File: src/rtl/dm_pkg.sv
// Shared types and helpers for the data-memory access unit:
// DMType encodings, FSM states, byte-enable and load-extend functions.
package dm_pkg;

  localparam logic [2:0] DM_WORD  = 3'b000;
  localparam logic [2:0] DM_HALF  = 3'b001;
  localparam logic [2:0] DM_HALFU = 3'b010;
  localparam logic [2:0] DM_BYTE  = 3'b011;
  localparam logic [2:0] DM_BYTEU = 3'b100;

  typedef enum logic [1:0] {
    IDLE = 2'd0,
    BUS  = 2'd1,
    DONE = 2'd2,
    ERR  = 2'd3
  } state_t;

  function automatic logic [3:0] be_of(input logic [2:0] t, input logic [1:0] a);
    case (t)
      DM_WORD:           return 4'b1111;
      DM_HALF, DM_HALFU: return a[1] ? 4'b1100 : 4'b0011;
      DM_BYTE, DM_BYTEU: return 4'b0001 << a;
      default:           return 4'b0000;
    endcase
  endfunction

  // Shift the addressed lane down to bit 0, then extend per access type.
  function automatic logic [31:0] load_ext(input logic [2:0] t, input logic [1:0] a,
                                           input logic [31:0] d);
    logic [31:0] sh;
    sh = d >> {a, 3'b000};
    case (t)
      DM_HALF:  return {{16{sh[15]}}, sh[15:0]};
      DM_HALFU: return {16'h0000, sh[15:0]};
      DM_BYTE:  return {{24{sh[7]}}, sh[7:0]};
      DM_BYTEU: return {24'h000000, sh[7:0]};
      default:  return d;
    endcase
  endfunction

endpackage

File: src/rtl/dm_lane_align.sv
// Combinational lane logic: byte enables, store replication, load
// extraction/extension and alignment check for one access.
module dm_lane_align
  import dm_pkg::*;
(
  input  logic [2:0]  dmtype,
  input  logic [1:0]  addr,
  input  logic [31:0] wdata,
  input  logic [31:0] mem_rdata,
  output logic [3:0]  be,
  output logic [31:0] wdata_rep,
  output logic [31:0] rdata_ext,
  output logic        misalign
);

  always_comb begin
    be        = be_of(dmtype, addr);
    rdata_ext = load_ext(dmtype, addr, mem_rdata);
    wdata_rep = wdata;
    misalign  = 1'b0;
    case (dmtype)
      DM_WORD: misalign = (addr != 2'b00);
      DM_HALF, DM_HALFU: begin
        wdata_rep = {2{wdata[15:0]}};
        misalign  = addr[0];
      end
      DM_BYTE, DM_BYTEU: wdata_rep = {4{wdata[7:0]}};
      default: ;
    endcase
  end

endmodule

File: src/rtl/dm_access_ctrl.sv
// Data-memory access FSM: turns CPU load/store requests into req/ack word-bus
// transactions, with alignment, illegal-type and timeout error reporting.
module dm_access_ctrl
  import dm_pkg::*;
#(
  parameter int unsigned TIMEOUT = 16,
  parameter int unsigned AW      = 32
) (
  input  logic          clk,
  input  logic          rstn,
  input  logic          req,
  input  logic          we,
  input  logic [2:0]    dmtype,
  input  logic [AW-1:0] addr,
  input  logic [31:0]   wdata,
  output logic [31:0]   rdata,
  output logic          done,
  output logic          err,
  output logic          busy,
  output logic          mem_req,
  output logic          mem_we,
  output logic [AW-3:0] mem_addr,
  output logic [3:0]    mem_be,
  output logic [31:0]   mem_wdata,
  input  logic [31:0]   mem_rdata,
  input  logic          mem_ack
);

  localparam int unsigned CW = (TIMEOUT > 0) ? $clog2(TIMEOUT + 1) : 1;

  state_t        state;
  logic          we_q;
  logic [2:0]    dmtype_q;
  logic [1:0]    addr_lo_q;
  logic [31:0]   load_q;
  logic [CW-1:0] cnt;

  logic [2:0]    al_type;
  logic [1:0]    al_addr;
  logic [3:0]    al_be;
  logic [31:0]   al_wdata;
  logic [31:0]   al_rdata;
  logic          al_misalign;
  logic          illegal;

  // In IDLE the lane logic looks at the live request; afterwards at the
  // latched access so load extension uses the captured type/offset.
  always_comb begin
    al_type = dmtype_q;
    al_addr = addr_lo_q;
    if (state == IDLE) begin
      al_type = dmtype;
      al_addr = addr[1:0];
    end
  end

  assign illegal = (dmtype > DM_BYTEU);

  dm_lane_align u_align (
    .dmtype    (al_type),
    .addr      (al_addr),
    .wdata     (wdata),
    .mem_rdata (mem_rdata),
    .be        (al_be),
    .wdata_rep (al_wdata),
    .rdata_ext (al_rdata),
    .misalign  (al_misalign)
  );

  always_ff @(posedge clk or negedge rstn) begin
    if (!rstn) begin
      state     <= IDLE;
      we_q      <= 1'b0;
      dmtype_q  <= '0;
      addr_lo_q <= '0;
      load_q    <= '0;
      cnt       <= '0;
      rdata     <= '0;
      done      <= 1'b0;
      err       <= 1'b0;
      busy      <= 1'b0;
      mem_req   <= 1'b0;
      mem_we    <= 1'b0;
      mem_addr  <= '0;
      mem_be    <= '0;
      mem_wdata <= '0;
    end else begin
      done <= 1'b0;
      err  <= 1'b0;
      case (state)
        IDLE: begin
          if (req) begin
            we_q      <= we;
            dmtype_q  <= dmtype;
            addr_lo_q <= addr[1:0];
            busy      <= 1'b1;
            if (illegal || al_misalign) begin
              state <= ERR;
            end else begin
              state     <= BUS;
              mem_req   <= 1'b1;
              mem_we    <= we;
              mem_addr  <= addr[AW-1:2];
              mem_be    <= al_be;
              mem_wdata <= al_wdata;
              cnt       <= '0;
            end
          end
        end
        BUS: begin
          if (mem_ack) begin
            if (!we_q) load_q <= al_rdata;
            state   <= DONE;
            mem_req <= 1'b0;
            mem_we  <= 1'b0;
          end else if (TIMEOUT != 0 && cnt == CW'(TIMEOUT - 1)) begin
            state   <= ERR;
            mem_req <= 1'b0;
            mem_we  <= 1'b0;
          end else begin
            cnt <= cnt + 1'b1;
          end
        end
        DONE: begin
          if (!we_q) rdata <= load_q;
          done  <= 1'b1;
          busy  <= 1'b0;
          state <= IDLE;
        end
        ERR: begin
          done  <= 1'b1;
          err   <= 1'b1;
          busy  <= 1'b0;
          state <= IDLE;
        end
        default: state <= IDLE;
      endcase
    end
  end

endmodule

File: config.mk
export PLATFORM = sky130hd
export DESIGN_NAME = dm_access_ctrl
export DESIGN_NICKNAME = d
export VERILOG_FILES = /design/src/rtl/dm_pkg.sv /design/src/rtl/dm_lane_align.sv /design/src/rtl/dm_access_ctrl.sv
export SDC_FILE = /design/constraint.sdc
export NUM_CORES = 1
export LEC_CHECK = 0
export ABC_AREA = 1
export BUFFER_PORTS_ARGS = -buffer_cell sky130_fd_sc_hd__buf_2
export CAP_MARGIN = 20
export CORE_MARGIN = 2
export CORE_UTILIZATION = 47
export CTS_CLUSTER_DIAMETER = 50
export DETAILED_ROUTE_END_ITERATION = 10
export GPL_TIMING_DRIVEN = 0
export PLACE_DENSITY = 0.75
export SLEW_MARGIN = 30
export SYNTH_ARGS = -nofsm -noshare
export SYNTH_HDL_FRONTEND = slang
export SYNTH_SLANG_ARGS = --single-unit
File: constraint.sdc
create_clock -name clk -period 1.9 [get_ports clk]
set_input_delay 0.38 -clock clk [delete_from_list [all_inputs] [get_ports clk]]
set_output_delay 0.38 -clock clk [all_outputs]
set_load 0.1 [all_outputs]
==> Yosys cells after proc, flatten, opt, wreduce, memory -nomap -nowiden <==
Cells that the tools add are included.
{ "totals": {"ff_bits": 148, "input_bits": 104, "elab_cells": 80} }
{ "op_classes": {"shift": 2, "mux": 29, "bitwise_logic": 2, "n_addsub": 1, "reduce_logical": 17, "order_cmp": 1, "n_eq_ne": 13} }
{ "op_table": {"columns": ["cell", "count"], "rows": [
  ["32-bit one-hot mux with 4 select lines", 1],
  ["32-bit one-hot mux with 2 select lines", 1],
  ["32-bit by 5-bit right shift with 16-bit output", 1],
  ["5-bit two-way mux", 4],
  ["4-bit one-hot mux with 3 select lines", 1],
  ["2-bit two-way mux", 5],
  ["5-bit one-hot mux with 2 select lines", 1],
  ["1-bit two-way mux", 9],
  ["2-bit != test (second input constant)", 4],
  ["1-bit one-hot mux with 2 select lines", 4],
  ["2-bit AND reduction", 4],
  ["3-bit by 2-bit equality test with 1-bit output (second input constant)", 2],
  ["2-bit one-hot mux with 3 select lines", 1],
  ["3-bit AND reduction", 2],
  ["2-bit nonzero test", 3],
  ["2-bit OR reduction", 3],
  ["5-bit by 1-bit adder with 5-bit output (second input constant)", 1],
  ["5-bit by 4-bit equality test with 1-bit output (second input constant)", 1],
  ["5-bit AND reduction", 1],
  ["2-bit equality test (second input constant)", 2],
  ["4-bit two-way mux", 1],
  ["4-bit AND reduction", 1],
  ["1-bit by 2-bit << shifter with 4-bit output (first input constant)", 1],
  ["3-bit by 1-bit equality test with 1-bit output (second input constant)", 1],
  ["other kinds (9)", 10]
]} }

==> Logic depth before layout (Yosys ltp) <==
{ "depth": {"depth_word": 9, "mapped_depth": 14} }

==> Cells and area by module <==
Synthesis repeated with hierarchy kept, for this count alone.
{ "hier_totals": {"cells_unflattened": 920, "hier_area_um2": 6980.4} }
{ "modules_own_cells": {"columns": ["module", "seq_area_each_um2", "cells_each", "n_inst", "area_per_inst_um2"], "rows": [
  ["dm_access_ctrl", 3703.6, 625, 1, 5701.7],
  ["dm_lane_align", 0.0, 295, 1, 1278.7]
]} }

==> Worst setup path before layout <==
No wires, ideal clock.
{ "synth_path": {"path_type": "reg-to-reg", "from": "reg state[1]", "to": "reg mem_addr[10]", "stages_incl_launch_ff": 14, "period_less_slack_ps": 1866, "slack_ps": 34, "arrival_ps": 1744, "n_path_buf": 3, "path_cell_list": "dfrtp_1 -> nor2_4 -> buf_6 -> nand2_1 -> o21ai_2 -> nand3_1 -> nand2_2 -> nand2_1 -> nand2_2 -> nor2_4 -> buf_4 -> buf_4 -> nand2_1 -> nand2_1"} }
{ "synth_between": {"elab_chain_cells": 8, "word_cells_on_any_way": 12, "cone_classes": "2 x eq/ne; 3 x mux; 1 x bitwise; 6 x reduce/logical"} }
{ "synth_lines": {"columns": ["item", "line_no", "rtl"], "rows": [
  ["from (decl)", "dm_access_ctrl.sv:31", "state_t state;"],
  ["from (signal assigned)", "dm_access_ctrl.sv:72", "state <= IDLE;"],
  ["from (signal assigned)", "dm_access_ctrl.sv:98", "state <= ERR;"],
  ["from (signal assigned)", "dm_access_ctrl.sv:100", "state <= BUS;"],
  ["2-bit zero test *", "dm_access_ctrl.sv:51, dm_access_ctrl.sv:90", null],
  ["3-bit two-way mux", "dm_access_ctrl.sv:51", "if (state == IDLE) begin"],
  ["3-bit by 1-bit equality test with 1-bit output / 3-bit by 2-bit equality test with 1-bit output (equally long branches)", "dm_lane_align.sv:21", "case (dmtype)"],
  ["2-bit OR reduction", "dm_lane_align.sv:21", null],
  ["1-bit one-hot mux with 2 select lines", "dm_lane_align.sv:21", null],
  ["1-bit logical OR", "dm_access_ctrl.sv:97", "if (illegal || al_misalign) begin"],
  ["1-bit inverter (no source line)", null, null],
  ["3-bit AND reduction (no source line) *", null, null],
  ["to (signal assigned)", "dm_access_ctrl.sv:103", "mem_addr <= addr[AW-1:2];"],
  ["to (decl)", "dm_access_ctrl.sv:22", "output logic [AW-3:0] mem_addr,"]
]} }
Every way passes the cells marked *; elsewhere a longest branch is shown, timed or not.
A chain may end at the register's enable or synchronous reset.

==> Worst setup path after layout <==
{ "layout_path": {"from": "reg state[1]", "to": "reg load_q[28]"} }
{ "layout_between": {"elab_chain_cells": 4, "word_cells_on_any_way": 11, "cone_classes": "5 x eq/ne; 1 x shift; 3 x mux; 2 x reduce/logical"} }
{ "layout_lines": {"columns": ["item", "line_no", "rtl"], "rows": [
  ["2-bit zero test", "dm_access_ctrl.sv:51", null],
  ["2-bit two-way mux / 3-bit two-way mux (equally long branches)", "dm_access_ctrl.sv:51", null],
  ["32-bit by 5-bit right shift with 16-bit output (tied with other cells)", "dm_pkg.sv:31", "sh = d >> {a, 3'b000};"],
  ["32-bit one-hot mux with 4 select lines", "dm_pkg.sv:32", "case (t)"],
  ["to (signal assigned)", "dm_access_ctrl.sv:112", "if (!we_q) load_q <= al_rdata;"],
  ["to (decl)", "dm_access_ctrl.sv:35", "logic [31:0] load_q;"]
]} }
Parallel ways exist; a longest one is shown, timed or not.

==> report_table.html <==
<table>
<tr><th>Metric</th><th>Value</th></tr>
<tr><th colspan="2">Yosys</th></tr>
<tr><td>Total of warnings raised by yosys</td><td>0</td></tr>
<tr><td>Post-synth design cell area</td><td>6850 um^2</td></tr>
<tr><td>Count of unique library cells instantiated by Yosys</td><td>25</td></tr>
<tr><td>Synthesized netlist net count</td><td>935</td></tr>
<tr><td>Per-instance average area after synthesis</td><td>8.27 um^2</td></tr>
<tr><td>Count of state elements after synthesis</td><td>148</td></tr>
<tr><td>Sequential area share after synthesis</td><td>54.0%</td></tr>
<tr><td>Syn Inst Count</td><td>829</td></tr>
<tr><th colspan="2">Clocking</th></tr>
<tr><td>Number of buffers created by CTS</td><td>17</td></tr>
<tr><td>Sink Count</td><td>148</td></tr>
<tr><td>TritonCTS clock tree</td><td>done</td></tr>
<tr><td>Root buffer cell</td><td>sky130_fd_sc_hd__clkbuf_16</td></tr>
<tr><td>Clock Pin Slew Worst Setup and Hold Paths</td><td>60 ps</td></tr>
<tr><td># H-tree levels</td><td>4</td></tr>
<tr><td>Insertion delay to the later sink of the worst-skew pair</td><td>430 ps</td></tr>
<tr><td>Clock tree buffer depth</td><td>2</td></tr>
<tr><th colspan="2">Worst hold path</th></tr>
<tr><td>Sink of the worst hold path</td><td>mem_addr[21]</td></tr>
<tr><td>Worst hold stages</td><td>3</td></tr>
<tr><td>Startpoint of the worst hold path</td><td>addr[23]</td></tr>
<tr><td>Worst Hold Class</td><td>in2reg</td></tr>
<tr><th colspan="2">Worst setup path</th></tr>
<tr><td>Critical Path Sink Type</td><td>register</td></tr>
<tr><td>Critical path, cell by cell</td><td>nor2_4 -&gt; buf_6 -&gt; nand2_2 -&gt; nand2_4 -&gt; buf_6 -&gt; nand2_8 -&gt; nor2_2 -&gt; nor2_1 -&gt; nand3b_1 -&gt; nand2_1 -&gt; inv_2 -&gt; buf_6 -&gt; a21oi_1</td></tr>
<tr><td>Register-to-register path setup slack</td><td>-170 ps</td></tr>
<tr><td>Classification of the worst setup path</td><td>reg2reg</td></tr>
<tr><td>Worst path buffer plus inverter count</td><td>4</td></tr>
<tr><td>Startpoint Class</td><td>register</td></tr>
<tr><td>Highest net fanout along the worst path</td><td>7</td></tr>
<tr><td>Kind of cell adding the most delay to the critical path</td><td>simple AND/OR/NAND/NOR gates</td></tr>
<tr><td>Worst flop-to-flop path endpoint</td><td>load_q[28]</td></tr>
<tr><td>Slowest stage cell on the critical path</td><td>sky130_fd_sc_hd__dfrtp_2</td></tr>
<tr><td>Cell count of the worst reg-to-reg path</td><td>13</td></tr>
<tr><td>Arrival time worst endpoint</td><td>2370 ps</td></tr>
<tr><td>Most repeated library cell on the critical path</td><td>sky130_fd_sc_hd__buf_6</td></tr>
<tr><td>Largest incremental delay on the critical path</td><td>460 ps</td></tr>
<tr><td>Critical path data required time</td><td>2200 ps</td></tr>
<tr><td>Launch point of the worst reg-to-reg path</td><td>state[1]</td></tr>
<tr><th colspan="2">Drt</th></tr>
<tr><td>Count of routing violations after the opening detailed-route iteration</td><td>512</td></tr>
<tr><td>Number of routed nets with antenna violations</td><td>0</td></tr>
<tr><td>Total wirelength of the detailed-routed design</td><td>21.2 mm</td></tr>
<tr><td>Avg WL per Cell</td><td>16.5 um</td></tr>
<tr><td>Vias/cell</td><td>5.15</td></tr>
<tr><td>First-pass iteration count of the detailed router</td><td>5</td></tr>
<tr><td>Count of unresolved DRC violations after routing</td><td>0</td></tr>
<tr><td>Total via count after detailed routing</td><td>6624</td></tr>
<tr><th colspan="2">Placement</th></tr>
<tr><td>Pre-CTS setup slack</td><td>-336 ps</td></tr>
<tr><td>Final HPWL DP</td><td>14.2 mm</td></tr>
<tr><td>RePlAce Congestion</td><td>0.939</td></tr>
<tr><td>Count of buffers from port buffering</td><td>206</td></tr>
<tr><th colspan="2">Floorplanning</th></tr>
<tr><td>Count of pins on the block boundary</td><td>207</td></tr>
<tr><td>Floorplan Core Area</td><td>14400 um^2</td></tr>
<tr><td>Die X-Extent</td><td>125 um</td></tr>
<tr><td>Die height</td><td>125 um</td></tr>
<tr><td>Floorplan die area</td><td>15600 um^2</td></tr>
<tr><td>Starting utilization of the core area</td><td>47.7%</td></tr>
<tr><td>Count of standard-cell rows</td><td>44</td></tr>
<tr><th colspan="2">Timing</th></tr>
<tr><td>RSZ-0062 raised after global routing</td><td>true</td></tr>
<tr><td>Count of pins over their slew limit</td><td>0</td></tr>
<tr><td>Slew at the pin closest to its max-slew limit</td><td>641 ps</td></tr>
<tr><td>Final Worst Setup Slack</td><td>-165 ps</td></tr>
<tr><td>Worst hold-check slack</td><td>155 ps</td></tr>
<tr><td>Highest attainable clock frequency</td><td>484 MHz</td></tr>
<tr><td>Number of failing hold endpoints at the final stage</td><td>0</td></tr>
<tr><td>Final setup violating endpoints</td><td>106</td></tr>
<tr><td>Period minus WS final</td><td>2070 ps</td></tr>
<tr><td>Worst clock skew on the final layout</td><td>6.92 ps</td></tr>
<tr><td>Period utilisation layout</td><td>109%</td></tr>
<tr><td>Max-Slew Margin vs Limit</td><td>57.3%</td></tr>
<tr><th colspan="2">Run status</th></tr>
<tr><td>Failing checks</td><td>negative setup slack</td></tr>
<tr><td>Result of the run</td><td>finished, violations left</td></tr>
<tr><th colspan="2">Global route</th></tr>
<tr><td>Number of global-route vias before repair</td><td>6362</td></tr>
<tr><td>Overflow left after global routing</td><td>0</td></tr>
<tr><td>Gr usage total</td><td>27.0%</td></tr>
<tr><td>Antenna violations before repair</td><td>1</td></tr>
<tr><td>Largest net degree at the start of global routing</td><td>85</td></tr>
<tr><td>First-pass GRT wire length</td><td>33.1 mm</td></tr>
<tr><th colspan="2">Final layout</th></tr>
<tr><td>Growth of design area from synthesis to finish</td><td>42.5%</td></tr>
<tr><td>Fraction of final layout cells with drive strength greater than 1</td><td>39.7%</td></tr>
<tr><td>Final layout net count</td><td>1195</td></tr>
<tr><th colspan="2">Job</th></tr>
<tr><td>MaxCap Viol Count</td><td>0</td></tr>
</table>
[worst max-delay path by stage]
stage / cells after the start / endpoint / startpoint
CTS: 13 / mem_wdata[22] / state[1]
floorplan: 13 / mem_addr[10] / state[1]
global route: 13 / load_q[23] / state[0]
global placement: 1 / mem_addr[9] / rstn
detailed placement: 13 / mem_addr[15] / state[1]
finish: 13 / load_q[28] / state[1]
[cell usage after synthesis]
master | count | area, um^2
sky130_fd_sc_hd__o211ai_1 | 5 | 37.5
sky130_fd_sc_hd__nor2_1 | 64 | 240
sky130_fd_sc_hd__nand2_2 | 5 | 31.3
sky130_fd_sc_hd__o21ai_1 | 5 | 25.0
sky130_fd_sc_hd__a21oi_1 | 45 | 225
sky130_fd_sc_hd__buf_6 | 5 | 56.3
sky130_fd_sc_hd__inv_2 | 4 | 15.0
sky130_fd_sc_hd__nand4_1 | 5 | 31.3
sky130_fd_sc_hd__nand2_1 | 331 | 1240
sky130_fd_sc_hd__clkinv_1 | 1 | 3.75
sky130_fd_sc_hd__mux2_2 | 32 | 360
sky130_fd_sc_hd__nor2_2 | 2 | 12.5
sky130_fd_sc_hd__o21ai_2 | 3 | 26.3
sky130_fd_sc_hd__nand3_1 | 19 | 95.1
sky130_fd_sc_hd__nand3b_1 | 3 | 22.5
sky130_fd_sc_hd__ha_1 | 2 | 25.0
sky130_fd_sc_hd__buf_1 | 2 | 7.51
sky130_fd_sc_hd__clkbuf_1 | 9 | 33.8
sky130_fd_sc_hd__inv_1 | 53 | 199
sky130_fd_sc_hd__buf_4 | 4 | 30.0
sky130_fd_sc_hd__dfrtp_1 | 148 | 3700
sky130_fd_sc_hd__o21ai_0 | 62 | 310
sky130_fd_sc_hd__a31oi_1 | 1 | 6.26
sky130_fd_sc_hd__buf_2 | 16 | 80.1
sky130_fd_sc_hd__nor2_4 | 3 | 33.8
[registers in the layout (all words and copies together), names as in the netlist]
signal     flops
mem_be         4
rdata         32
we_q           1
err            1
mem_wdata     32
done           1
cnt            5
mem_req        1
state          2
busy           1
dmtype_q       3
load_q        32
mem_addr      30
addr_lo_q      2
mem_we         1
[worst register-to-register path: stages, from the launching register on]
cell	delay, ps
sky130_fd_sc_hd__dfrtp_2	460
sky130_fd_sc_hd__nor2_4	200
sky130_fd_sc_hd__buf_6	150
sky130_fd_sc_hd__nand2_2	60
sky130_fd_sc_hd__nand2_4	120
sky130_fd_sc_hd__buf_6	130
sky130_fd_sc_hd__nand2_8	70
sky130_fd_sc_hd__nor2_2	110
sky130_fd_sc_hd__nor2_1	70
sky130_fd_sc_hd__nand3b_1	160
sky130_fd_sc_hd__nand2_1	90
sky130_fd_sc_hd__inv_2	130
sky130_fd_sc_hd__buf_6	140
sky130_fd_sc_hd__a21oi_1	70
[cells in the final DEF, fill, tap and decap left out, drive strengths merged]
cell type / Yosys / routed
clkbuf: 9 / 34
a31oi: 1 / 1
dlygate4sd3: 0 / 1
bufinv: 0 / 5
buf: 27 / 263
clkinv: 1 / 4
nor2: 69 / 70
mux2: 32 / 32
dfrtp: 148 / 148
nand3b: 3 / 3
clkinvlp: 0 / 3
nand2: 336 / 336
ha: 2 / 2
nand4: 5 / 5
a21oi: 45 / 45
diode: 0 / 1
o21ai: 70 / 70
o211ai: 5 / 5
nand3: 19 / 19
inv: 57 / 55
[kinds of logic after synthesis]
kind of cell    Yosys count  synth area share [%]
fa+ha+maj                 2                 0.365
compound gates          121                  9.20
buf+inv                  94                  6.21
flops                   148                  54.0
mux                      32                  5.26
simple gates            432                  24.9
[cell type report]
cell class | instances | area [um^2]
flip-flops and latches | 148 | 3710
clock inverters | 9 | 176
plain buffers | 36 | 329
well taps | 184 | 230
multi-input cells | 588 | 3190
repair buffers | 240 | 1440
fillers | 1082 | 4600
diodes | 1 | 2.50
inverters | 58 | 233
clock buffers | 22 | 464
[per-layer routing]
metal / global-route usage, % / vias up / share of wire, %
li1: - / 3163 / -
met1: 36.6 / 3134 / 42
met2: 41.4 / 262 / 48
met3: 5.28 / 65 / 5.8
met4: 13.8 / 0 / 4.2
met5: 0 / - / 0
[through the flow]
step | util (%) | cells | cell area [um^2] | TNS, ps
6_report | 68.0 | 1286 | 9770 | -7720
3_5_place_dp | 56.7 | 1220 | 8150 | -28750
3_3_place_gp | 56.5 | 1219 | 8120 | -280400
4_1_cts | 63.9 | 1274 | 9190 | -2980
2_1_floorplan | - | 829 | 6850 | 0
5_1_grt | 68.0 | 1286 | 9770 | -19850
[timing repair]
| action | 4_1_cts | 5_1_grt |
|---|---|---|
| pin swaps | 16 | 32 |
| hold endpoints to repair | 83 | 0 |
| hold buffers | 1 | 0 |
| resized for setup | 77 | 142 |
| endpoints found under the setup margin | 105 | 132 |
| cloned | 4 | 3 |
| setup buffers | 18 | 8 |
Power is left out: the tool's default activity adds up to more than one toggle a clock period on the data nets, which glitch-free logic cannot reach.
